**config.mk**
```make
export PLATFORM = sky130hd
export DESIGN_NAME = i3c_csr
export DESIGN_NICKNAME = d
export VERILOG_FILES = /design/src/rtl/i3c_csr_pkg.sv /design/src/rtl/i3c_csr.sv
export SDC_FILE = /design/constraint.sdc
export NUM_CORES = 1
export LEC_CHECK = 0
export BUFFER_PORTS_ARGS = -buffer_cell sky130_fd_sc_hd__buf_2
export CORE_AREA = 3 3 157 159
export DETAILED_ROUTE_END_ITERATION = 6
export DIE_AREA = 0 0 160 162
export GPL_TIMING_DRIVEN = 0
export SLEW_MARGIN = 40
export SYNTH_ARGS = -nofsm -noshare
export SYNTH_HDL_FRONTEND = slang
export SYNTH_SLANG_ARGS = --single-unit
```
**constraint.sdc**
```tcl
create_clock -name clk -period 6.5 [get_ports clk]
set_clock_uncertainty 0.1 [all_clocks]
set_input_delay 1.3 -clock clk [delete_from_list [all_inputs] [get_ports clk]]
set_output_delay 1.3 -clock clk [all_outputs]
set_load 0.02 [all_outputs]
```
**src/rtl/i3c_csr_pkg.sv**
```systemverilog
// Shared widths, register offsets, field masks and hardware-interface structs
// for the I3C host-controller CSR block.
package I3CCSR_pkg;

  localparam int I3CCSR_DATA_WIDTH     = 32;
  localparam int I3CCSR_MIN_ADDR_WIDTH = 8;

  localparam logic [7:0] ADDR_HC_VERSION             = 8'h00;
  localparam logic [7:0] ADDR_HC_CONTROL             = 8'h04;
  localparam logic [7:0] ADDR_CONTROLLER_DEVICE_ADDR = 8'h08;
  localparam logic [7:0] ADDR_HC_CAPABILITIES        = 8'h0C;
  localparam logic [7:0] ADDR_RESET_CONTROL          = 8'h10;
  localparam logic [7:0] ADDR_PRESENT_STATE          = 8'h14;
  localparam logic [7:0] ADDR_INTR_STATUS            = 8'h20;
  localparam logic [7:0] ADDR_INTR_STATUS_ENABLE     = 8'h24;
  localparam logic [7:0] ADDR_INTR_SIGNAL_ENABLE     = 8'h28;
  localparam logic [7:0] ADDR_INTR_FORCE             = 8'h2C;

  localparam logic [31:0] HC_VERSION_VAL          = 32'h0000_0120;
  localparam logic [31:0] HC_CONTROL_MASK         = 32'hE000_0001;
  localparam logic [31:0] CTRL_DEV_ADDR_MASK      = 32'h807F_0000;
  localparam logic [31:0] RESET_CONTROL_MASK      = 32'h0000_003F;

  typedef enum logic [3:0] {
    REG_HC_VERSION,
    REG_HC_CONTROL,
    REG_CTRL_DEV_ADDR,
    REG_HC_CAPABILITIES,
    REG_RESET_CONTROL,
    REG_PRESENT_STATE,
    REG_INTR_STATUS,
    REG_INTR_STATUS_EN,
    REG_INTR_SIGNAL_EN,
    REG_INTR_FORCE,
    REG_NONE
  } reg_sel_e;

  typedef struct packed {
    logic [31:0] hc_capabilities;
    logic [31:0] present_state;
    logic        soft_rst_clr;
    logic [31:0] intr_set;
  } I3CCSR__in_t;

  typedef struct packed {
    logic [31:0] hc_control;
    logic [31:0] controller_device_addr;
    logic [31:0] reset_control;
    logic [31:0] intr_status;
    logic [31:0] intr_status_en;
    logic [31:0] intr_signal_en;
    logic        intr;
  } I3CCSR__out_t;

  function automatic logic [31:0] apply_biten(input logic [31:0] old_val,
                                              input logic [31:0] wdata,
                                              input logic [31:0] biten);
    return (old_val & ~biten) | (wdata & biten);
  endfunction

endpackage

```
**src/rtl/i3c_csr.sv**
```systemverilog
// I3C host-controller CSR block: zero-latency CPU interface, RW/RO/W1C
// registers and a level interrupt output built from status and signal enables.
module i3c_csr
  import I3CCSR_pkg::*;
(
  input  logic                              clk,
  input  logic                              rst,
  input  logic                              s_cpuif_req,
  input  logic                              s_cpuif_req_is_wr,
  input  logic [I3CCSR_MIN_ADDR_WIDTH-1:0]  s_cpuif_addr,
  input  logic [I3CCSR_DATA_WIDTH-1:0]      s_cpuif_wr_data,
  input  logic [I3CCSR_DATA_WIDTH-1:0]      s_cpuif_wr_biten,
  output logic                              s_cpuif_req_stall_wr,
  output logic                              s_cpuif_req_stall_rd,
  output logic                              s_cpuif_rd_ack,
  output logic                              s_cpuif_rd_err,
  output logic [I3CCSR_DATA_WIDTH-1:0]      s_cpuif_rd_data,
  output logic                              s_cpuif_wr_ack,
  output logic                              s_cpuif_wr_err,
  input  I3CCSR__in_t                       hwif_in,
  output I3CCSR__out_t                      hwif_out
);

  logic        rd_req;
  logic        wr_req;
  reg_sel_e    sel;
  logic [7:0]  word_addr;

  logic [31:0] hc_control_q,     hc_control_d;
  logic [31:0] ctrl_dev_addr_q,  ctrl_dev_addr_d;
  logic [31:0] reset_control_q,  reset_control_d;
  logic [31:0] intr_status_q,    intr_status_d;
  logic [31:0] intr_status_en_q, intr_status_en_d;
  logic [31:0] intr_signal_en_q, intr_signal_en_d;

  logic [31:0] wr_bits;
  logic [31:0] w1c_clr;
  logic [31:0] force_set;

  assign rd_req    = s_cpuif_req & ~s_cpuif_req_is_wr;
  assign wr_req    = s_cpuif_req &  s_cpuif_req_is_wr;
  assign word_addr = {s_cpuif_addr[7:2], 2'b00};
  assign wr_bits   = s_cpuif_wr_data & s_cpuif_wr_biten;

  // Address decode
  always_comb begin
    sel = REG_NONE;
    case (word_addr)
      ADDR_HC_VERSION:             sel = REG_HC_VERSION;
      ADDR_HC_CONTROL:             sel = REG_HC_CONTROL;
      ADDR_CONTROLLER_DEVICE_ADDR: sel = REG_CTRL_DEV_ADDR;
      ADDR_HC_CAPABILITIES:        sel = REG_HC_CAPABILITIES;
      ADDR_RESET_CONTROL:          sel = REG_RESET_CONTROL;
      ADDR_PRESENT_STATE:          sel = REG_PRESENT_STATE;
      ADDR_INTR_STATUS:            sel = REG_INTR_STATUS;
      ADDR_INTR_STATUS_ENABLE:     sel = REG_INTR_STATUS_EN;
      ADDR_INTR_SIGNAL_ENABLE:     sel = REG_INTR_SIGNAL_EN;
      ADDR_INTR_FORCE:             sel = REG_INTR_FORCE;
      default:                     sel = REG_NONE;
    endcase
  end

  // Next-state write logic
  always_comb begin
    // NOTE: every next-state value defaults to its current register so no path leaves it unassigned (no latch).
    hc_control_d     = hc_control_q;
    ctrl_dev_addr_d  = ctrl_dev_addr_q;
    reset_control_d  = reset_control_q;
    intr_status_en_d = intr_status_en_q;
    intr_signal_en_d = intr_signal_en_q;
    w1c_clr          = '0;
    force_set        = '0;

    if (wr_req) begin
      case (sel)
        REG_HC_CONTROL:
          hc_control_d = apply_biten(hc_control_q, s_cpuif_wr_data, s_cpuif_wr_biten) & HC_CONTROL_MASK;
        REG_CTRL_DEV_ADDR:
          ctrl_dev_addr_d = apply_biten(ctrl_dev_addr_q, s_cpuif_wr_data, s_cpuif_wr_biten) & CTRL_DEV_ADDR_MASK;
        REG_RESET_CONTROL:
          reset_control_d = apply_biten(reset_control_q, s_cpuif_wr_data, s_cpuif_wr_biten) & RESET_CONTROL_MASK;
        REG_INTR_STATUS_EN:
          intr_status_en_d = apply_biten(intr_status_en_q, s_cpuif_wr_data, s_cpuif_wr_biten);
        REG_INTR_SIGNAL_EN:
          intr_signal_en_d = apply_biten(intr_signal_en_q, s_cpuif_wr_data, s_cpuif_wr_biten);
        REG_INTR_STATUS: w1c_clr   = wr_bits;
        REG_INTR_FORCE:  force_set = wr_bits;
        default: ;
      endcase
    end

    // Hardware self-clear of the soft-reset bit overrides software.
    if (hwif_in.soft_rst_clr) reset_control_d[0] = 1'b0;

    // Set is OR'ed in after the clear so a same-cycle set wins.
    intr_status_d = (intr_status_q & ~w1c_clr) |
                    ((hwif_in.intr_set | force_set) & intr_status_en_q);
  end

  always_ff @(posedge clk or posedge rst) begin
    if (rst) begin
      hc_control_q     <= '0;
      ctrl_dev_addr_q  <= '0;
      reset_control_q  <= '0;
      intr_status_q    <= '0;
      intr_status_en_q <= '0;
      intr_signal_en_q <= '0;
    end else begin
      // NOTE: registers take non-blocking assignments so every flop samples pre-edge values.
      hc_control_q     <= hc_control_d;
      ctrl_dev_addr_q  <= ctrl_dev_addr_d;
      reset_control_q  <= reset_control_d;
      intr_status_q    <= intr_status_d;
      intr_status_en_q <= intr_status_en_d;
      intr_signal_en_q <= intr_signal_en_d;
    end
  end

  // Readback mux; hardware-sourced RO values are masked while in reset.
  always_comb begin
    s_cpuif_rd_data = '0;
    if (rd_req) begin
      case (sel)
        REG_HC_VERSION:      s_cpuif_rd_data = HC_VERSION_VAL;
        REG_HC_CONTROL:      s_cpuif_rd_data = hc_control_q;
        REG_CTRL_DEV_ADDR:   s_cpuif_rd_data = ctrl_dev_addr_q;
        REG_HC_CAPABILITIES: s_cpuif_rd_data = rst ? '0 : hwif_in.hc_capabilities;
        REG_RESET_CONTROL:   s_cpuif_rd_data = reset_control_q;
        REG_PRESENT_STATE:   s_cpuif_rd_data = rst ? '0 : hwif_in.present_state;
        REG_INTR_STATUS:     s_cpuif_rd_data = intr_status_q;
        REG_INTR_STATUS_EN:  s_cpuif_rd_data = intr_status_en_q;
        REG_INTR_SIGNAL_EN:  s_cpuif_rd_data = intr_signal_en_q;
        default:             s_cpuif_rd_data = '0;
      endcase
    end
  end

  assign s_cpuif_req_stall_wr = 1'b0;
  assign s_cpuif_req_stall_rd = 1'b0;
  assign s_cpuif_rd_ack       = rd_req;
  assign s_cpuif_wr_ack       = wr_req;
  assign s_cpuif_rd_err       = rd_req & (sel == REG_NONE) & ~rst;
  assign s_cpuif_wr_err       = wr_req & (sel == REG_NONE) & ~rst;

  assign hwif_out.hc_control             = hc_control_q;
  assign hwif_out.controller_device_addr = ctrl_dev_addr_q;
  assign hwif_out.reset_control          = reset_control_q;
  assign hwif_out.intr_status            = intr_status_q;
  assign hwif_out.intr_status_en         = intr_status_en_q;
  assign hwif_out.intr_signal_en         = intr_signal_en_q;
  assign hwif_out.intr                   = |(intr_status_q & intr_signal_en_q);

endmodule

```
==> metrics, run 1 <==
Crit Path Class input pin to output pin; synth warn 0; Mean Syn Cell Area 9.21 um^2; Die Ht roughly 160 um; io pins 404; Root Buffer clkbuf_16; post-route clock period utilization 0.802; vias in the first global route about 8,000; Crit. Startpoint rst; Least-Margin Pin Slew 876 ps; asr flop ratio synth 1.00; total power ~2500 uW; DP Worst Slack between 1000 and 1500 ps; leak pwr 0.00546 uW; antenna violations before repair 4; EDFF count, synth 0; number of DRC markers in iteration 0 approximately 470; CTS Hold Bufs 0; max cap viols 0; pwr dens ~240 nW/um^2; total number of vias 7,977; cell count after synthesis 819; largest net degree at the start of global routing 69; GPL Wtd Cong between 0.8 and 0.9; Hold Crit Class flop to flop; Critical Path AT between 3000 and 4000 ps; port bufs 320; switching share of power 0.328; Comb power frac 0.237; DRT antenna net count 0; Initial Util 0.322; CTS H-tree lvls 4; first-pass GRT wire length approximately 53 mm; sw power 830 uW; Post-Layout Cell Count around 1,600; final wirelength 36.5 mm; Clk network pwr share 0.406; ranking of synthesized cells by area dfrtp_1 (38%), buf_4 (8.1%), mux2_2 (7.6%); First-pass DRT Iterations 5; gr ovfl total 0; detailed-route DRC error count 0; post-synth top area share 0.378; worst-skew pair later-pin latency 420 ps; sequential share of the synthesized area 0.378; Final nets ~1,400; Final HPWL DP between 20 and 30 mm; worst vdd ir 0.000169 V; maximum root-to-sink buffer count 2; Via density about 5; Die ar. approximately 26,000 um^2; P_int around 1700 uW; CP required between 5000 and 6000 ps; CTS Sinks around 110; Num CTS Buffers 17; Max-slew headroom 0.416; RSZ-0062 raised after global routing no; count leader, synth dfrtp_1; number of placement rows 56; die width 160 um; Final setup viols 0; top cells by count, synth dfrtp_1 (114), nand2_1 (112), buf_4 (81); Final Hold Viols 0; post-CTS setup buffers 0; Reg2Reg Depth 1; GRT Total Usage 0.275; Max Fclk 192 MHz; worst setup margin between 1000 and 1500 ps; setup tns final 0 ps; top_reg_cell synth dfrtp_1; post-synth top area cell dfrtp_1; DR WL/cell ~23 um; crit path time final roughly 5200 ps; #FFs+latches synth 114; Setup crit end kind output pin; Unique masters post-synth 49; layout cells sized above 1 0.416; dpl cells roughly 1,500; CTS tree built; crit path max fanout 10; synthesis-to-layout area growth 40.0%; CTS clock-pin slew for the worst setup and hold paths 60 ps; final hold slack about 420 ps; WHS Path Cells 1; status complete, no violations; Worst Setup Start Kind input pin; FF-to-FF setup slack around 5500 ps; Seq pwr share 0.357; CTS-repair resized insts 0; Syn Std Cell Area about 7500 um^2; core region area ~23,000 um^2; Max Slew Vio Count 0
cell type report:
type	count	area (um^2)
diodes	1	2.50
multi-input cells	635	4110
inverters	24	97.6
clock buffers	22	484
plain buffers	125	823
clock inverters	9	153
well taps	319	399
fillers	2404	12800
repair buffers	322	1640
flip-flops and latches	114	2850
per-stage QoR:
stage	area, um^2	utilization
detailed placement	9910	0.423
global placement	9840	0.420
global route	10600	0.451
floorplan	7840	-
CTS	10500	0.451
finish	10600	0.451
cell families after synthesis:
logic type / after synthesis / synth area share
buffers and inverters: 149 / 0.120
DFF: 114 / 0.378
other: 1 / 0.000497
and+or+nand+nor: 231 / 0.153
muxes: 112 / 0.162
AOI/OAI and AO/OA: 212 / 0.186
layer usage:
metal / vias up / GRT usage / share of wire
met1: 3840 / 0.338 / 0.41
met5: - / 0 / 0.00093
met4: 6 / 0.0801 / 0.021
li1: 3661 / - / -
met2: 422 / 0.481 / 0.50
met3: 48 / 0.0653 / 0.073
worst max path at each step:
stage                                endpoint  cells past startpoint
final                     s_cpuif_rd_data[25]                      9
after global routing      s_cpuif_rd_data[25]                      9
after CTS                 s_cpuif_rd_data[25]                      9
after detailed placement  s_cpuif_rd_data[25]                      9
after global placement     s_cpuif_rd_data[0]                      6
after floorplan            s_cpuif_rd_data[0]                      4
worst max-delay path, stage by stage:
cell	delay, ps
buf_2	200
nor4bb_1	290
clkbuf_1	520
and2_0	200
clkbuf_1	390
buf_2	400
a22oi_1	130
a21oi_1	190
buf_2	190
power by group through the flow:
stage | clock network [uW] | registers (uW) | logic (uW)
2_1_floorplan | 0 | 975 | 249
3_3_place_gp | 0 | 909 | 587
3_5_place_dp | 0 | 910 | 599
4_1_cts | 1040 | 897 | 601
5_1_grt | 1070 | 912 | 645
6_report | 1030 | 902 | 599
cell usage in the layout (no fill, tap or decap), drive strengths merged, types with 2 or more instances in the layout:
cell / n
buf: 425
dfrtp: 114
nand2: 112
mux2: 81
conb: 80
o21ai: 58
clkbuf: 44
a22oi: 39
a21oi: 35
mux2i: 31
a31oi: 27
nor2: 25
inv: 24
and2: 23
a22o: 22
nand4: 17
a41o: 13
nor2b: 11
o2bb2ai: 10
and3: 9
nand2b: 8
nor3: 7
nand3: 5
bufinv: 4
or3: 3
clkinvlp: 3
a32oi: 2
nor4bb: 2
clkinv: 2
or4b: 2
nor4: 2
nor4b: 2
(Power assumes the default switching activity.)
==> inputs of run 2 (changes only) <==
--- a/config.mk
+++ b/config.mk
@@ -6,9 +6,9 @@
 export NUM_CORES = 1
 export LEC_CHECK = 0
 export BUFFER_PORTS_ARGS = -buffer_cell sky130_fd_sc_hd__buf_2
-export CORE_AREA = 3 3 157 159
+export CORE_AREA = 3 3 155 157
 export DETAILED_ROUTE_END_ITERATION = 6
-export DIE_AREA = 0 0 160 162
+export DIE_AREA = 0 0 158 160
 export GPL_TIMING_DRIVEN = 0
 export SLEW_MARGIN = 40
 export SYNTH_ARGS = -nofsm -noshare
==> constraint.sdc (replaced) <==
create_clock -name clk -period 4.5 [get_ports clk]
set_clock_uncertainty 0.1 [all_clocks]
set_input_delay 0.9 -clock clk [delete_from_list [all_inputs] [get_ports clk]]
set_output_delay 0.9 -clock clk [all_outputs]
set_load 0.02 [all_outputs]
==> metrics, run 2 (same netlist as run 1, synthesis figures left out) <==
status complete, no violations; register area 2850 um^2; setup tns final 0 ps; Worst Setup Start Kind input pin; crit-path most repeated cell buf_2; port bufs between 300 and 400; Setup crit end kind output pin; antenna violations before repair 6; gr ovfl total 0; first-pass GRT wire length about 52 mm; slowest CP cell buf_2; cells along the critical path buf_2 -> buf_2 -> buf_1 -> buf_2 -> mux2i_1 -> nor2_1 -> o21ai_0 -> a21oi_1 -> buf_2; Via density between 5 and 6; io pins around 400; synthesis-to-layout area growth 39.8%; Reg2Reg Depth 1; max cap viols 0; worst-skew pair later-pin latency 410 ps; CTS tree built; crit path time final around 4300 ps; most frequent cells in the layout buf_2 (335), dfrtp_1 (114), nand2_1 (112); Final Hold Viols 0; layout cells sized above 1 0.420; maximum root-to-sink buffer count 2; Final nets ~1,400; Max Slew Vio Count 0; Num CTS Buffers 17; Max-slew headroom 0.391; largest net degree at the start of global routing 24; detailed-route DRC error count 0; WHS Path Cells 1; total number of vias ~8,100; die width ~160 um; final wirelength about 36 mm; fill cell count about 2,300; GPL Wtd Cong around 0.87; Initial Util 0.333; Final HPWL DP 27.7 mm; leading cell type in the layout, fill and taps excluded buf_2; Multi-input gate area approximately 4000 um^2; Die ar. ~25,000 um^2; Root Buffer clkbuf_16; RSZ-0062 raised after global routing no; Critical Path AT approximately 3300 ps; leak pwr between 0.005 and 0.006 uW; CTS Hold Bufs 0; DRT antenna net count 0; dpl cells 1,510; CP required 3500 ps; total power 3470 uW; crit path max fanout 10; DR WL/cell ~24 um; Final setup viols 0; First-pass DRT Iterations 6; CTS clock-pin slew for the worst setup and hold paths 60 ps; Max Fclk between 200 and 250 MHz; FF-to-FF setup slack roughly 3500 ps; Post-Layout Cell Count 1,544; Worst Path Buf+Inv 5; worst vdd ir roughly 0.00023 V; pwr dens approximately 330 nW/um^2; CTS H-tree lvls 4; CTS Sinks 114; vias in the first global route about 7,900; number of DRC markers in iteration 0 562; CP max stage delay between 500 and 600 ps; Crit Path Class input pin to output pin; Die Ht ~160 um; Hold Crit Class flop to flop; core region area about 23,000 um^2; post-route clock period utilization 0.950; Least-Margin Pin Slew roughly 900 ps; GRT Total Usage 0.280; number of placement rows 55; kind of cell adding the most delay to the critical path buffers and inverters
-- run 2: how the worst max path moves through the flow --
stage,start,end,slack (ps),cells after the start
detailed placement,rst,s_cpuif_rd_data[15],-210,9
floorplan,rst,s_cpuif_rd_data[0],340,4
global route,s_cpuif_addr[2],s_cpuif_rd_data[28],90,9
CTS,rst,s_cpuif_rd_data[15],20,9
global placement,rst,s_cpuif_rd_data[0],-1000,6
finish,s_cpuif_addr[2],s_cpuif_rd_data[15],220,9
-- run 2: timing repair --
| item | in CTS | in global routing |
|---|---|---|
| gates resized for setup | 1 | 4 |
| setup buffers | 0 | 0 |
| pin swaps | 0 | 0 |
| setup endpoints to repair | 9 | 1 |
| endpoints found under the hold margin | 0 | 0 |
-- run 2: cell type report --
type	instances	share of cell area
inverter	24	0.00890
clock buffer	19	0.0420
sequential	114	0.271
clock inverter	12	0.0104
buffer	125	0.0783
multi-input combinational	635	0.389
timing repair buffer	327	0.166
tap	285	0.0338
antenna	3	0.000712
-- run 2: power breakdown --
group          switching, uW  internal [uW]  total [uW]
clock                    522            771        1290
combinational            534            336         870
sequential               161           1140        1310
-- run 2: metrics by stage --
stage	utilization	hold slack (ps)	cell area, um^2	setup slack, ps
after floorplan	-	528	7840	337
after global placement	0.433	407	9800	-998
after detailed placement	0.440	407	9970	-215
after CTS	0.465	429	10500	19.2
after global routing	0.466	451	10500	91.7
final	0.466	421	10500	224
-- run 2: routing by layer --
metal | GRT usage | part of all wire
met3 | 0.0583 | 0.087
met5 | 0 | 0.00044
met4 | 0.0724 | 0.014
met1 | 0.358 | 0.40
met2 | 0.480 | 0.50
